<file path="src/rtl/hub75_scan_engine.sv">
// HUB75 scan generator: column/row/bit-plane sequencing with binary-coded modulation, overlapped shift and display.
// Optional global dimming: define SCAN_GLOBAL_DIM_EN to add the dim[7:0] input.
module hub75_scan_engine #(
  parameter int COLUMNS        = 64,
  parameter int ROW_ADDR_WIDTH = 4,
  parameter int BITPLANES      = 6,
  parameter int BASE_ON_CYCLES = 1,
  parameter int FETCH_LATENCY  = 2,
  parameter int DEAD_CYCLES    = 1
) (
  input  logic                          clk_in,
  input  logic                          reset,
  input  logic                          enable,
`ifdef SCAN_GLOBAL_DIM_EN
  input  logic [7:0]                    dim,
`endif
  output logic [$clog2(COLUMNS)-1:0]    column_address,
  output logic [ROW_ADDR_WIDTH-1:0]     row_address,
  output logic [ROW_ADDR_WIDTH-1:0]     row_address_active,
  output logic [BITPLANES-1:0]          brightness_mask,
  output logic                          clk_pixel_load,
  output logic                          clk_pixel,
  output logic                          row_latch,
  output logic                          output_enable,
  output logic                          frame_start
);

  localparam int COL_W  = $clog2(COLUMNS);
  localparam int PL_W   = (BITPLANES > 1) ? $clog2(BITPLANES) : 1;
  localparam int PH_W   = $clog2(FETCH_LATENCY + 2);
  localparam int DC_W   = (DEAD_CYCLES > 1) ? $clog2(DEAD_CYCLES) : 1;
  localparam int MAX_ON = BASE_ON_CYCLES << (BITPLANES - 1);
  localparam int ON_W   = $clog2(MAX_ON) + 1;
  localparam bit HAS_DEAD = (DEAD_CYCLES > 0);

  localparam logic [PH_W-1:0]  PH_LAST  = PH_W'(FETCH_LATENCY + 1);
  localparam logic [COL_W-1:0] COL_LAST = COL_W'(COLUMNS - 1);
  localparam logic [DC_W-1:0]  DC_LAST  = DC_W'((DEAD_CYCLES > 0) ? DEAD_CYCLES - 1 : 0);
  localparam logic [PL_W-1:0]  PL_LAST  = PL_W'(BITPLANES - 1);

  typedef enum logic [2:0] {
    ST_IDLE    = 3'd0,
    ST_BLANK   = 3'd1,
    ST_LATCH   = 3'd2,
    ST_UNBLANK = 3'd3,
    ST_DISPLAY = 3'd4
  } state_t;

  // With no dead time the guard states collapse straight into LATCH / DISPLAY.
  localparam state_t GAP_STATE  = HAS_DEAD ? ST_BLANK : ST_LATCH;
  localparam state_t POST_LATCH = HAS_DEAD ? ST_UNBLANK : ST_DISPLAY;

  logic                      shift_pending_r;
  logic                      shift_active_r, shift_active_s;
  logic                      shift_done_r, shift_done_s;
  logic [PH_W-1:0]           phase_r, phase_s;
  logic [COL_W-1:0]          col_r, col_s;
  logic                      load_r, pix_r;

  state_t                    state_r, state_s;
  logic [DC_W-1:0]           dead_cnt_r, dead_cnt_s;
  logic [ON_W-1:0]           disp_cnt_r, disp_cnt_s;
  logic [ON_W-1:0]           on_time_r, on_calc_s, base_on_s;
  logic                      display_done_r, display_done_s;

  logic [PL_W-1:0]           plane_r;
  logic [ROW_ADDR_WIDTH-1:0] row_r;
  logic [ROW_ADDR_WIDTH-1:0] row_active_r;
  logic [BITPLANES-1:0]      mask_r;
  logic                      latch_r, frame_r, oe_r;

`ifdef SCAN_GLOBAL_DIM_EN
  logic [ON_W+7:0]           dim_prod_s;
  logic [ON_W-1:0]           dim_scaled_s;
`endif

  // On-time of the plane about to be latched, optionally scaled by the global dim level
  always_comb begin
    base_on_s = ON_W'(BASE_ON_CYCLES) << plane_r;
`ifdef SCAN_GLOBAL_DIM_EN
    dim_prod_s   = (ON_W + 8)'(base_on_s) * (ON_W + 8)'({1'b0, dim} + 9'd1);
    dim_scaled_s = ON_W'(dim_prod_s >> 8);
    if (dim_scaled_s == {ON_W{1'b0}}) begin
      on_calc_s = ON_W'(1'b1);
    end else begin
      on_calc_s = dim_scaled_s;
    end
`else
    on_calc_s = base_on_s;
`endif
  end

  // Shift path next state: fetch/shift period of FETCH_LATENCY+2 cycles per column
  always_comb begin
    shift_active_s = shift_active_r;
    shift_done_s   = shift_done_r;
    phase_s        = phase_r;
    col_s          = col_r;
    if (shift_pending_r || (state_r == ST_LATCH)) begin
      shift_active_s = 1'b1;
      shift_done_s   = 1'b0;
      phase_s        = {PH_W{1'b0}};
      col_s          = {COL_W{1'b0}};
    end else if (shift_active_r) begin
      if (phase_r == PH_LAST) begin
        if (col_r == COL_LAST) begin
          shift_active_s = 1'b0;
          shift_done_s   = 1'b1;
        end else begin
          col_s   = col_r + COL_W'(1'b1);
          phase_s = {PH_W{1'b0}};
        end
      end else begin
        phase_s = phase_r + PH_W'(1'b1);
      end
    end else begin
      shift_active_s = 1'b0;
    end
  end

  // Shift path registers and their strobes
  always_ff @(posedge clk_in or negedge reset) begin
    if (!reset) begin
      shift_pending_r <= 1'b1;
      shift_active_r  <= 1'b0;
      shift_done_r    <= 1'b0;
      phase_r         <= {PH_W{1'b0}};
      col_r           <= {COL_W{1'b0}};
      load_r          <= 1'b0;
      pix_r           <= 1'b0;
    end else begin
      shift_pending_r <= 1'b0;
      shift_active_r  <= shift_active_s;
      shift_done_r    <= shift_done_s;
      phase_r         <= phase_s;
      col_r           <= col_s;
      load_r          <= shift_active_s && (phase_s == {PH_W{1'b0}});
      pix_r           <= shift_active_s && (phase_s == PH_LAST);
    end
  end

  // Display/latch FSM next state; a plane ending with the shift already done skips IDLE
  always_comb begin
    state_s        = state_r;
    dead_cnt_s     = dead_cnt_r;
    disp_cnt_s     = disp_cnt_r;
    display_done_s = display_done_r;
    case (state_r)
      ST_IDLE: begin
        if (shift_done_r && display_done_r) begin
          state_s    = GAP_STATE;
          dead_cnt_s = {DC_W{1'b0}};
        end else begin
          state_s = ST_IDLE;
        end
      end
      ST_BLANK: begin
        if (dead_cnt_r == DC_LAST) begin
          state_s = ST_LATCH;
        end else begin
          dead_cnt_s = dead_cnt_r + DC_W'(1'b1);
        end
      end
      ST_LATCH: begin
        state_s        = POST_LATCH;
        dead_cnt_s     = {DC_W{1'b0}};
        disp_cnt_s     = {ON_W{1'b0}};
        display_done_s = 1'b0;
      end
      ST_UNBLANK: begin
        if (dead_cnt_r == DC_LAST) begin
          state_s = ST_DISPLAY;
        end else begin
          dead_cnt_s = dead_cnt_r + DC_W'(1'b1);
        end
      end
      ST_DISPLAY: begin
        if (disp_cnt_r == (on_time_r - ON_W'(1'b1))) begin
          display_done_s = 1'b1;
          if (shift_done_r) begin
            state_s    = GAP_STATE;
            dead_cnt_s = {DC_W{1'b0}};
          end else begin
            state_s = ST_IDLE;
          end
        end else begin
          disp_cnt_s = disp_cnt_r + ON_W'(1'b1);
        end
      end
      default: begin
        state_s = ST_IDLE;
      end
    endcase
  end

  // FSM state, slot counters and panel-side output registers
  always_ff @(posedge clk_in or negedge reset) begin
    if (!reset) begin
      state_r        <= ST_IDLE;
      dead_cnt_r     <= {DC_W{1'b0}};
      disp_cnt_r     <= {ON_W{1'b0}};
      display_done_r <= 1'b1;
      on_time_r      <= {ON_W{1'b0}};
      plane_r        <= {PL_W{1'b0}};
      row_r          <= {ROW_ADDR_WIDTH{1'b0}};
      row_active_r   <= {ROW_ADDR_WIDTH{1'b0}};
      mask_r         <= {BITPLANES{1'b0}};
      latch_r        <= 1'b0;
      frame_r        <= 1'b0;
      oe_r           <= 1'b0;
    end else begin
      state_r        <= state_s;
      dead_cnt_r     <= dead_cnt_s;
      disp_cnt_r     <= disp_cnt_s;
      display_done_r <= display_done_s;
      latch_r        <= (state_s == ST_LATCH);
      frame_r        <= (state_s == ST_LATCH) && (plane_r == {PL_W{1'b0}}) &&
                        (row_r == {ROW_ADDR_WIDTH{1'b0}});
      oe_r           <= (state_s == ST_DISPLAY) && enable;
      if (state_r == ST_LATCH) begin
        row_active_r <= row_r;
        mask_r       <= BITPLANES'(1'b1) << plane_r;
        on_time_r    <= on_calc_s;
        if (plane_r == PL_LAST) begin
          plane_r <= {PL_W{1'b0}};
          row_r   <= row_r + ROW_ADDR_WIDTH'(1'b1);
        end else begin
          plane_r <= plane_r + PL_W'(1'b1);
        end
      end else begin
        on_time_r <= on_time_r;
      end
    end
  end

  assign column_address     = col_r;
  assign row_address        = row_r;
  assign row_address_active = row_active_r;
  assign brightness_mask    = mask_r;
  assign clk_pixel_load     = load_r;
  assign clk_pixel          = pix_r;
  assign row_latch          = latch_r;
  assign output_enable      = oe_r;
  assign frame_start        = frame_r;

endmodule

</file>
<file path="config.mk">
export PLATFORM = sky130hd
export DESIGN_NAME = hub75_scan_engine
export DESIGN_NICKNAME = d
export VERILOG_FILES = /design/src/rtl/hub75_scan_engine.sv
export SDC_FILE = /design/constraint.sdc
export NUM_CORES = 1
export LEC_CHECK = 0
export CAP_MARGIN = 20
export CORE_MARGIN = 2
export CORE_UTILIZATION = 45
export CTS_CLUSTER_DIAMETER = 100
export DETAILED_ROUTE_END_ITERATION = 6
export PLACE_DENSITY = 0.65
export SLEW_MARGIN = 5
export SYNTH_ARGS = -nofsm -noshare
export SYNTH_HDL_FRONTEND = slang
export SYNTH_SLANG_ARGS = --single-unit
</file>
<file path="constraint.sdc">
create_clock -name clk_in -period 2.35 [get_ports clk_in]
set_input_delay 0.5875 -clock clk_in [delete_from_list [all_inputs] [get_ports clk_in]]
set_output_delay 0.5875 -clock clk_in [all_outputs]
set_load 0.02 [all_outputs]
</file>
==> results of run 1 <==
==> critical path, stage by stage (launching register included) <==
cell,delay (ps)
sky130_fd_sc_hd__dfrtp_1,410
sky130_fd_sc_hd__inv_1,80
sky130_fd_sc_hd__ha_1,310
sky130_fd_sc_hd__xnor2_1,120
sky130_fd_sc_hd__a2111o_2,500
sky130_fd_sc_hd__nor3_4,260
sky130_fd_sc_hd__nor4_1,100
sky130_fd_sc_hd__a211o_1,270
==> state kept, by name, indices dropped and copies added (netlist names) <==
| name | count |
|---|---|
| clk_pixel_load | 1 |
| output_enable | 1 |
| column_address | 6 |
| shift_pending_r | 1 |
| row_address_active | 4 |
| display_done_r | 1 |
| row_latch | 1 |
| brightness_mask | 6 |
| plane_r | 3 |
| phase_r | 2 |
| state_r | 3 |
| disp_cnt_r | 6 |
| clk_pixel | 1 |
| shift_done_r | 1 |
| frame_start | 1 |
| shift_active_r | 1 |
| row_address | 4 |
==> Yosys cell counts (all sizes together), types with 6 or more instances <==
cell type / n / share of area [%]
clkbuf: 8 / 1.4
dfrtp: 41 / 48
ha: 7 / 4.1
inv: 11 / 1.9
nand2: 27 / 4.8
nand3: 8 / 1.9
nor2: 18 / 3.2
nor3: 6 / 2.6
o21ai: 11 / 2.6
xnor2: 10 / 4.1
xor2: 8 / 3.3
==> area by class of cell <==
cell class | count | area [um^2]
clock buffers | 5 | 68.82
flip-flops and latches | 43 | 1079
inverters | 11 | 41.29
repair buffers | 34 | 330.3
multi-input cells | 151 | 977.2
clock inverters | 3 | 20.02
fillers | 414 | 2077
well taps | 54 | 67.56
==> what timing repair did <==
action                                  CTS  global route
endpoints found under the setup margin    0             3
hold buffers                              0             0
endpoints found under the hold margin     0             0
resized for setup                         0             0
buffers inserted                          0             1
==> power by group <==
part	internal [mW]	leakage (nW)	total, mW	switching, mW
Clock	0.207	0.0402	0.477	0.270
Sequential	0.751	0.583	0.758	0.00698
Combinational	0.0299	0.525	0.0729	0.0430
Total	0.988	1.15	1.31	0.320
==> layer usage <==
metal	wire length, um	vias up	global-route usage (%)
met3	127	7	3.039
li1	-	808	-
met5	0	-	0
met2	1897	25	26.67
met1	2012	790	23.26
met4	92	0	8.642
==> stage by stage <==
step | instance area, um^2 | worst slack, ps | hold slack, ps | total power, mW | std cells
final | 2584 | 197.2 | 238.3 | 1.307 | 301
after global routing | 2584 | 65.22 | 275.5 | 1.359 | 301
after CTS | 2566 | 60.00 | 253.2 | 1.323 | 299
after detailed placement | 2477 | 77.95 | 471.6 | 0.8468 | 291
after global placement | 2477 | 125.2 | 463.4 | 0.8459 | 291
after floorplan | 2133 | 156.5 | 291.9 | 0.8077 | 214
==> worst max path at each step <==
stage / from / endpoint / slack (ps) / cells after the start
6_report: brightness_mask[0] / disp_cnt_r[5] / 200 / 7
5_1_grt: brightness_mask[0] / disp_cnt_r[3] / 70 / 9
4_1_cts: brightness_mask[0] / disp_cnt_r[5] / 60 / 7
3_5_place_dp: brightness_mask[0] / disp_cnt_r[5] / 80 / 7
3_3_place_gp: brightness_mask[0] / disp_cnt_r[5] / 130 / 7
2_1_floorplan: brightness_mask[0] / disp_cnt_r[5] / 160 / 8
==> logic make-up (layout without fill, tap and decap cells) <==
group                    Yosys count  in the layout  share of synthesized area, %
AO/OA/AOI/OAI                     36             36                         11.61
XOR/XNOR                          18             18                         7.390
flip-flops                        43             43                         50.56
AND/OR/NAND/NOR                   87             88                         21.58
other                              1              1                        0.1758
multiplexers                       1              1                        0.4692
buffers and inverters             21             53                         4.105
adder cells (fa/ha/maj)            7              7                         4.105
==> impl_results.html, run 1 <==
<table>
<tr><th>Metric</th><th>Value</th></tr>
<tr><th colspan="2">Outcome</th></tr>
<tr><td>Run status</td><td>completed</td></tr>
<tr><th colspan="2">Clock tree</th></tr>
<tr><td>Clk Tree Root Cell</td><td>sky130_fd_sc_hd__clkbuf_8</td></tr>
<tr><td>Inserted Clock Buffers</td><td>5</td></tr>
<tr><td>Clock transition at the registers of the reported paths</td><td>90 ps</td></tr>
<tr><td>Clock latency at the later pin of the worst-skew pair</td><td>roughly 300 ps</td></tr>
<tr><td>CTS H-tree depth</td><td>2</td></tr>
<tr><td>Clock tree from TritonCTS</td><td>built</td></tr>
<tr><td>Clk sinks</td><td>43</td></tr>
<tr><td>CTS Buffer Depth</td><td>2</td></tr>
<tr><th colspan="2">STA</th></tr>
<tr><td>Count of endpoints failing hold in the final timing report</td><td>0</td></tr>
<tr><td>Final min period</td><td>2153 ps</td></tr>
<tr><td>Slew Viols, Final</td><td>0</td></tr>
<tr><td>Crit share post-route</td><td>91.61%</td></tr>
<tr><td>Final-layout setup total negative slack</td><td>0 ps</td></tr>
<tr><td>F_max</td><td>464.5 MHz</td></tr>
<tr><td>Clock skew after layout</td><td>just over 9 ps</td></tr>
<tr><td>Final count of negative-setup-slack endpoints</td><td>0</td></tr>
<tr><td>RSZ-0062 raised after global routing</td><td>no</td></tr>
<tr><th colspan="2">Routing</th></tr>
<tr><td>Total detailed-routing wirelength</td><td>4.130 mm</td></tr>
<tr><td>Vias per cell</td><td>5.415</td></tr>
<tr><td>Post-DR wirelength/cell</td><td>13.72 um</td></tr>
<tr><td>Initial DRT Pass Iterations</td><td>4</td></tr>
<tr><td>Starting DRT DRC Count</td><td>approximately 110</td></tr>
<tr><td>Drc violations</td><td>0</td></tr>
<tr><td>Number of antenna-violating nets in the routed design</td><td>0</td></tr>
<tr><td>Detailed-route via count</td><td>1630</td></tr>
<tr><th colspan="2">Finish</th></tr>
<tr><td>Antenna Diode Count</td><td>0</td></tr>
<tr><td>Final design utilization</td><td>about 55%</td></tr>
<tr><td>Syn-to-layout area delta</td><td>21.11%</td></tr>
<tr><td>Commonest cells after routing, fill and taps aside</td><td>sky130_fd_sc_hd__dfrtp_1, sky130_fd_sc_hd__nand2_1, sky130_fd_sc_hd__clkdlybuf4s50_1, sky130_fd_sc_hd__nor2_1</td></tr>
<tr><td>Commonest non-fill, non-tap cell in the layout</td><td>sky130_fd_sc_hd__dfrtp_1</td></tr>
<tr><td>Share of layout cells above drive strength 1</td><td>10.93%</td></tr>
<tr><td>Count of nets after finishing</td><td>about 260</td></tr>
<tr><th colspan="2">Synth</th></tr>
<tr><td>Share of synthesized registers carrying an async set or reset</td><td>between 90% and 100%</td></tr>
<tr><td>Nets in the synthesized netlist</td><td>approximately 220</td></tr>
<tr><td>Cell area after technology mapping</td><td>0.002133 mm^2</td></tr>
<tr><td>Number of register bits inferred by synthesis</td><td>43</td></tr>
<tr><td>Count of flip-flops with a built-in enable after synthesis</td><td>0</td></tr>
<tr><td>Count of yosys warnings during synthesis</td><td>0</td></tr>
<tr><td>Distinct cells, synth</td><td>44</td></tr>
<tr><td>Fraction of the yosys area taken by sequential cells</td><td>50.56%</td></tr>
<tr><td>Primary flip-flop cell chosen by synthesis mapping</td><td>sky130_fd_sc_hd__dfrtp_1</td></tr>
<tr><td>Post-synthesis instance total</td><td>214</td></tr>
<tr><td>Mean Syn Cell Area</td><td>9.969 um^2</td></tr>
<tr><th colspan="2">Pwr</th></tr>
<tr><td>P_leak</td><td>1.148 nW</td></tr>
<tr><td>PD cells</td><td>approximately 510 mW/mm^2</td></tr>
<tr><td>Worst voltage drop across the vdd grid</td><td>0.0003732 V</td></tr>
<tr><th colspan="2">Worst setup path</th></tr>
<tr><td>Arrival time reported for the critical path endpoint</td><td>roughly 2400 ps</td></tr>
<tr><td>Flop-to-flop setup slack</td><td>a little under 200 ps</td></tr>
<tr><td>Type of destination of the critical path</td><td>flip-flop</td></tr>
<tr><td>Required time at the endpoint of the critical path</td><td>about 2500 ps</td></tr>
<tr><td>Worst Setup Path Type</td><td>flip-flop to flip-flop</td></tr>
<tr><td>Worst Setup Start Kind</td><td>flip-flop</td></tr>
<tr><td>Logic depth of the worst register-to-register path</td><td>7</td></tr>
<tr><td>Worst r2r src</td><td>brightness_mask[0]</td></tr>
<tr><td>Reg2reg end</td><td>disp_cnt_r[5]</td></tr>
<tr><td>Worst Path Max Fanout</td><td>7</td></tr>
<tr><th colspan="2">Floorplanning</th></tr>
<tr><td>Chip Width</td><td>72.85 um</td></tr>
<tr><td>Initial core utilization</td><td>45.77%</td></tr>
<tr><td>Floorplan Core Area</td><td>around 0.0047 mm^2</td></tr>
<tr><td>Number of rows in the core area</td><td>25</td></tr>
<tr><td>I/O pin count</td><td>28</td></tr>
<tr><td>Die Y</td><td>around 73 um</td></tr>
<tr><td>Total die area</td><td>around 0.0053 mm^2</td></tr>
<tr><th colspan="2">Job</th></tr>
<tr><td>Max cap viols</td><td>0</td></tr>
<tr><th colspan="2">GRT</th></tr>
<tr><td>Antenna violations before repair</td><td>0</td></tr>
<tr><td>Number of global-route vias before repair</td><td>1510</td></tr>
<tr><td>Leftover overflow at the end of global routing</td><td>0</td></tr>
<tr><td>Pin count of the biggest net entering global routing</td><td>24</td></tr>
<tr><td>Global-route wire length before repair</td><td>between 6 and 7 mm</td></tr>
<tr><td>Global-route usage over all layers</td><td>17.21%</td></tr>
<tr><th colspan="2">Hold path</th></tr>
<tr><td>Classification of the worst-slack hold path</td><td>input port to async pin</td></tr>
<tr><th colspan="2">Place</th></tr>
<tr><td>Number of buffers added on ports</td><td>27</td></tr>
<tr><td>Half-perimeter wire length of the detailed placement result</td><td>approximately 2.8 mm</td></tr>
<tr><td>Gpl congestion</td><td>roughly 0.85</td></tr>
</table>
Power figures use the tool's default switching activity.
==> run 2: changes to the inputs <==
Settings changed: CORE_UTILIZATION 45 to 54, PLACE_DENSITY 0.65 to 0.76, SKIP_CTS_REPAIR_TIMING set to 1.
==> run 2 against run 1 <==
Effect of this change:
- sequential cell count did not move
- critical path type unchanged
- hold slack got worse by 83 ps
- largest cell class unchanged
- first-iteration DRC count is 4.7% higher
==> impl_results.html, run 2 (synthesis results as in run 1) <==
<table>
<tr><th>Metric</th><th>Value</th></tr>
<tr><th colspan="2">Pwr</th></tr>
<tr><td>Internal Dissipation</td><td>1.017 mW (+3.0%)</td></tr>
<tr><td>Combinational power share</td><td>5.5% (about the same)</td></tr>
<tr><td>Share of total power in the clock network</td><td>36.4% (about the same)</td></tr>
<tr><td>Switching power summed over all nets</td><td>290.1 uW (-9.3%)</td></tr>
<tr><td>Switching power share of the total</td><td>22.19% (-2.3 points)</td></tr>
<tr><td>Total Power Consumption</td><td>1.307 mW (about the same)</td></tr>
<tr><td>PD cells</td><td>506.3 mW/mm^2 (about the same)</td></tr>
<tr><td>P_leak</td><td>1.167 nW (+1.7%)</td></tr>
<tr><td>Worst voltage drop across the vdd grid</td><td>0.0005144 V (+38%)</td></tr>
<tr><td>Sequential share of power</td><td>58.1% (about the same)</td></tr>
<tr><th colspan="2">Finish</th></tr>
<tr><td>Share of layout cells above drive strength 1</td><td>11.65% (+0.72 points)</td></tr>
<tr><td>Fill count</td><td>322 (-22%)</td></tr>
<tr><td>Syn-to-layout area delta</td><td>21.00% (about the same)</td></tr>
<tr><td>Antenna Diode Count</td><td>0 (unchanged)</td></tr>
<tr><td>Commonest cells after routing, fill and taps aside</td><td>sky130_fd_sc_hd__dfrtp_1, sky130_fd_sc_hd__nand2_1, sky130_fd_sc_hd__clkdlybuf4s50_1, sky130_fd_sc_hd__nor2_1</td></tr>
<tr><td>Count of nets after finishing</td><td>258 (+0.78%)</td></tr>
<tr><td>Commonest non-fill, non-tap cell in the layout</td><td>sky130_fd_sc_hd__dfrtp_1</td></tr>
<tr><th colspan="2">Clock tree</th></tr>
<tr><td>Clock transition at the registers of the reported paths</td><td>80 ps (about the same)</td></tr>
<tr><td>Clock tree from TritonCTS</td><td>built</td></tr>
<tr><td>CTS Buffer Depth</td><td>2 (unchanged)</td></tr>
<tr><td>CTS H-tree depth</td><td>2 (unchanged)</td></tr>
<tr><td>Clock latency at the later pin of the worst-skew pair</td><td>300 ps (about the same)</td></tr>
<tr><td>Clk sinks</td><td>43 (unchanged)</td></tr>
<tr><td>Inserted Clock Buffers</td><td>5 (unchanged)</td></tr>
<tr><td>Clk Tree Root Cell</td><td>sky130_fd_sc_hd__clkbuf_8</td></tr>
<tr><th colspan="2">Floorplanning</th></tr>
<tr><td>Number of rows in the core area</td><td>22 (-12%)</td></tr>
<tr><td>Chip Width</td><td>66.86 um (-8.2%)</td></tr>
<tr><td>Floorplan Core Area</td><td>0.003716 mm^2 (-20%)</td></tr>
<tr><td>Initial core utilization</td><td>57.41% (+12 points)</td></tr>
<tr><td>I/O pin count</td><td>28 (unchanged)</td></tr>
<tr><td>Die Y</td><td>66.86 um (-8.2%)</td></tr>
<tr><td>Total die area</td><td>0.004470 mm^2 (-16%)</td></tr>
<tr><th colspan="2">STA</th></tr>
<tr><td>Crit share post-route</td><td>94.34% (+2.7 points)</td></tr>
<tr><td>Rel. slew slack</td><td>between 60% and 70%</td></tr>
<tr><td>F_max</td><td>451.0 MHz (-2.9%)</td></tr>
<tr><td>Clock skew after layout</td><td>8.039 ps (-1.085 ps)</td></tr>
<tr><td>Hold slack</td><td>155.2 ps (-83.05 ps)</td></tr>
<tr><td>Measured slew at the worst slew-check pin</td><td>512.0 ps</td></tr>
<tr><td>Count of endpoints failing hold in the final timing report</td><td>0 (unchanged)</td></tr>
<tr><td>Final-layout setup total negative slack</td><td>0 ps (unchanged)</td></tr>
<tr><td>Worst path setup slack after routing</td><td>132.9 ps (-64.29 ps)</td></tr>
<tr><td>RSZ-0062 raised after global routing</td><td>no</td></tr>
<tr><td>Final count of negative-setup-slack endpoints</td><td>0 (unchanged)</td></tr>
<tr><td>Slew Viols, Final</td><td>0 (unchanged)</td></tr>
<tr><td>Final min period</td><td>2217 ps (+64.29 ps)</td></tr>
<tr><th colspan="2">Place</th></tr>
<tr><td>Half-perimeter wire length of the detailed placement result</td><td>2.933 mm (+3.8%)</td></tr>
<tr><td>Number of buffers added on ports</td><td>27 (unchanged)</td></tr>
<tr><td>Setup slack after placement</td><td>53.00 ps (-24.96 ps)</td></tr>
<tr><td>Gpl congestion</td><td>0.8017 (-5.3%)</td></tr>
<tr><th colspan="2">GRT</th></tr>
<tr><td>Leftover overflow at the end of global routing</td><td>0 (unchanged)</td></tr>
<tr><td>Antenna violations before repair</td><td>0 (unchanged)</td></tr>
<tr><td>Global-route wire length before repair</td><td>7.196 mm (+3.1%)</td></tr>
<tr><td>Pin count of the biggest net entering global routing</td><td>18 (-25%)</td></tr>
<tr><td>Global-route usage over all layers</td><td>21.27% (+4.1 points)</td></tr>
<tr><td>Number of global-route vias before repair</td><td>1595 (+5.6%)</td></tr>
<tr><th colspan="2">Routing</th></tr>
<tr><td>Drc violations</td><td>0 (unchanged)</td></tr>
<tr><td>Starting DRT DRC Count</td><td>112 (+4.7%)</td></tr>
<tr><td>Post-DR wirelength/cell</td><td>13.96 um (+1.7%)</td></tr>
<tr><td>Initial DRT Pass Iterations</td><td>4 (unchanged)</td></tr>
<tr><td>Total detailed-routing wirelength</td><td>4.145 mm (+0.36%)</td></tr>
<tr><td>Detailed-route via count</td><td>1647 (+1.0%)</td></tr>
<tr><td>Number of antenna-violating nets in the routed design</td><td>0 (unchanged)</td></tr>
<tr><td>Vias per cell</td><td>5.545 (+2.4%)</td></tr>
<tr><th colspan="2">Worst setup path</th></tr>
<tr><td>Stage delay of the slowest cell on the critical path</td><td>490 ps (about the same)</td></tr>
<tr><td>Critical Path Start</td><td>brightness_mask[0]</td></tr>
<tr><td>Family with the most delay on the worst path</td><td>simple AND/OR/NAND/NOR gates</td></tr>
<tr><td>Logic depth of the worst register-to-register path</td><td>9 (+2)</td></tr>
<tr><td>Required time at the endpoint of the critical path</td><td>2570 ps (+30 ps)</td></tr>
<tr><td>Worst Setup Path Type</td><td>flip-flop to flip-flop</td></tr>
<tr><td>Worst r2r src</td><td>brightness_mask[0]</td></tr>
<tr><td>Arrival time reported for the critical path endpoint</td><td>2440 ps (+90 ps)</td></tr>
<tr><td>Worst Path Max Fanout</td><td>9 (+2)</td></tr>
<tr><td>Reg2reg end</td><td>disp_cnt_r[3]</td></tr>
<tr><td>Flop-to-flop setup slack</td><td>130 ps (-60 ps)</td></tr>
<tr><td>Type of destination of the critical path</td><td>flip-flop</td></tr>
<tr><td>CP cell instances</td><td>inv_1, ha_2, xor2_1, nor2_1, a211oi_2, nor3_4, buf_4, or4_1, o211ai_1</td></tr>
<tr><td>Worst Setup Start Kind</td><td>flip-flop</td></tr>
<tr><td>Cell with the largest stage delay on the worst path</td><td>sky130_fd_sc_hd__or4_1</td></tr>
<tr><td>Count of buffering cells on the critical path with inverters included</td><td>2 (+1)</td></tr>
<tr><th colspan="2">Outcome</th></tr>
<tr><td>Run status</td><td>completed</td></tr>
<tr><th colspan="2">Job</th></tr>
<tr><td>Max cap viols</td><td>0 (unchanged)</td></tr>
<tr><th colspan="2">Hold path</th></tr>
<tr><td>Classification of the worst-slack hold path</td><td>input port to async pin</td></tr>
</table>
## run 2: cell count changes in the layout (fill, tap and decap cells not counted), sizes merged
cell / delta
nor3: -1
clkinvlp: -2
clkbuf: +2
buf: +3
## run 2: worst register-to-register path, cell delays in order, from the launching register on
cell	delay, ps
sky130_fd_sc_hd__dfrtp_1	400
sky130_fd_sc_hd__inv_1	90
sky130_fd_sc_hd__ha_2	210
sky130_fd_sc_hd__xor2_1	170
sky130_fd_sc_hd__nor2_1	70
sky130_fd_sc_hd__a211oi_2	270
sky130_fd_sc_hd__nor3_4	100
sky130_fd_sc_hd__buf_4	170
sky130_fd_sc_hd__or4_1	500
sky130_fd_sc_hd__o211ai_1	160
## run 2: cell type report
type | instances | area [um^2] | area share [%]
Multi-Input combinational cell | 150 | 969.7 | 37.57
Clock buffer | 7 | 86.33 | 3.345
Clock inverter | 1 | 5.005 | 0.1939
Inverter | 11 | 41.29 | 1.600
Sequential cell | 43 | 1079 | 41.78
Tap cell | 48 | 60.06 | 2.327
Timing Repair Buffer | 37 | 340.3 | 13.18
## run 2: stage by stage
| stage | area, um^2 | util [%] | instances |
|---|---|---|---|
| 2_1_floorplan | 2133 | - | 214 |
| 3_3_place_gp | 2472 | 66.53 | 287 |
| 3_5_place_dp | 2472 | 66.53 | 287 |
| 4_1_cts | 2564 | 68.99 | 295 |
| 5_1_grt | 2581 | 69.46 | 297 |
| 6_report | 2581 | 69.46 | 297 |
## run 2: worst max path at each step
stage                    end  slack, ps  cells after the start
6_report       disp_cnt_r[3]        130                      9
5_1_grt        disp_cnt_r[3]          7                      9
3_3_place_gp   disp_cnt_r[3]        150                      9
4_1_cts        disp_cnt_r[3]         30                      9
3_5_place_dp   disp_cnt_r[3]         50                      9
2_1_floorplan  disp_cnt_r[5]        160                      8
## run 2: metal layers
metal  up-vias  share of wire [%]  global-route usage (%)
met3         7                3.2                   3.547
met5         -                  0                       0
met2        31                 48                   34.88
met4         0                1.1                   6.888
li1        805                  -                       -
met1       804                 47                   28.81
## run 2: power by group through the flow
| stage | clock network (mW) | registers (mW) | logic (mW) |
|---|---|---|---|
| final | 0.476 | 0.759 | 0.0724 |
| after floorplan | 0 | 0.779 | 0.0286 |
| after detailed placement | 0 | 0.773 | 0.0713 |
| after global placement | 0 | 0.772 | 0.0707 |
| after global routing | 0.518 | 0.759 | 0.0816 |
| after CTS | 0.492 | 0.759 | 0.0736 |
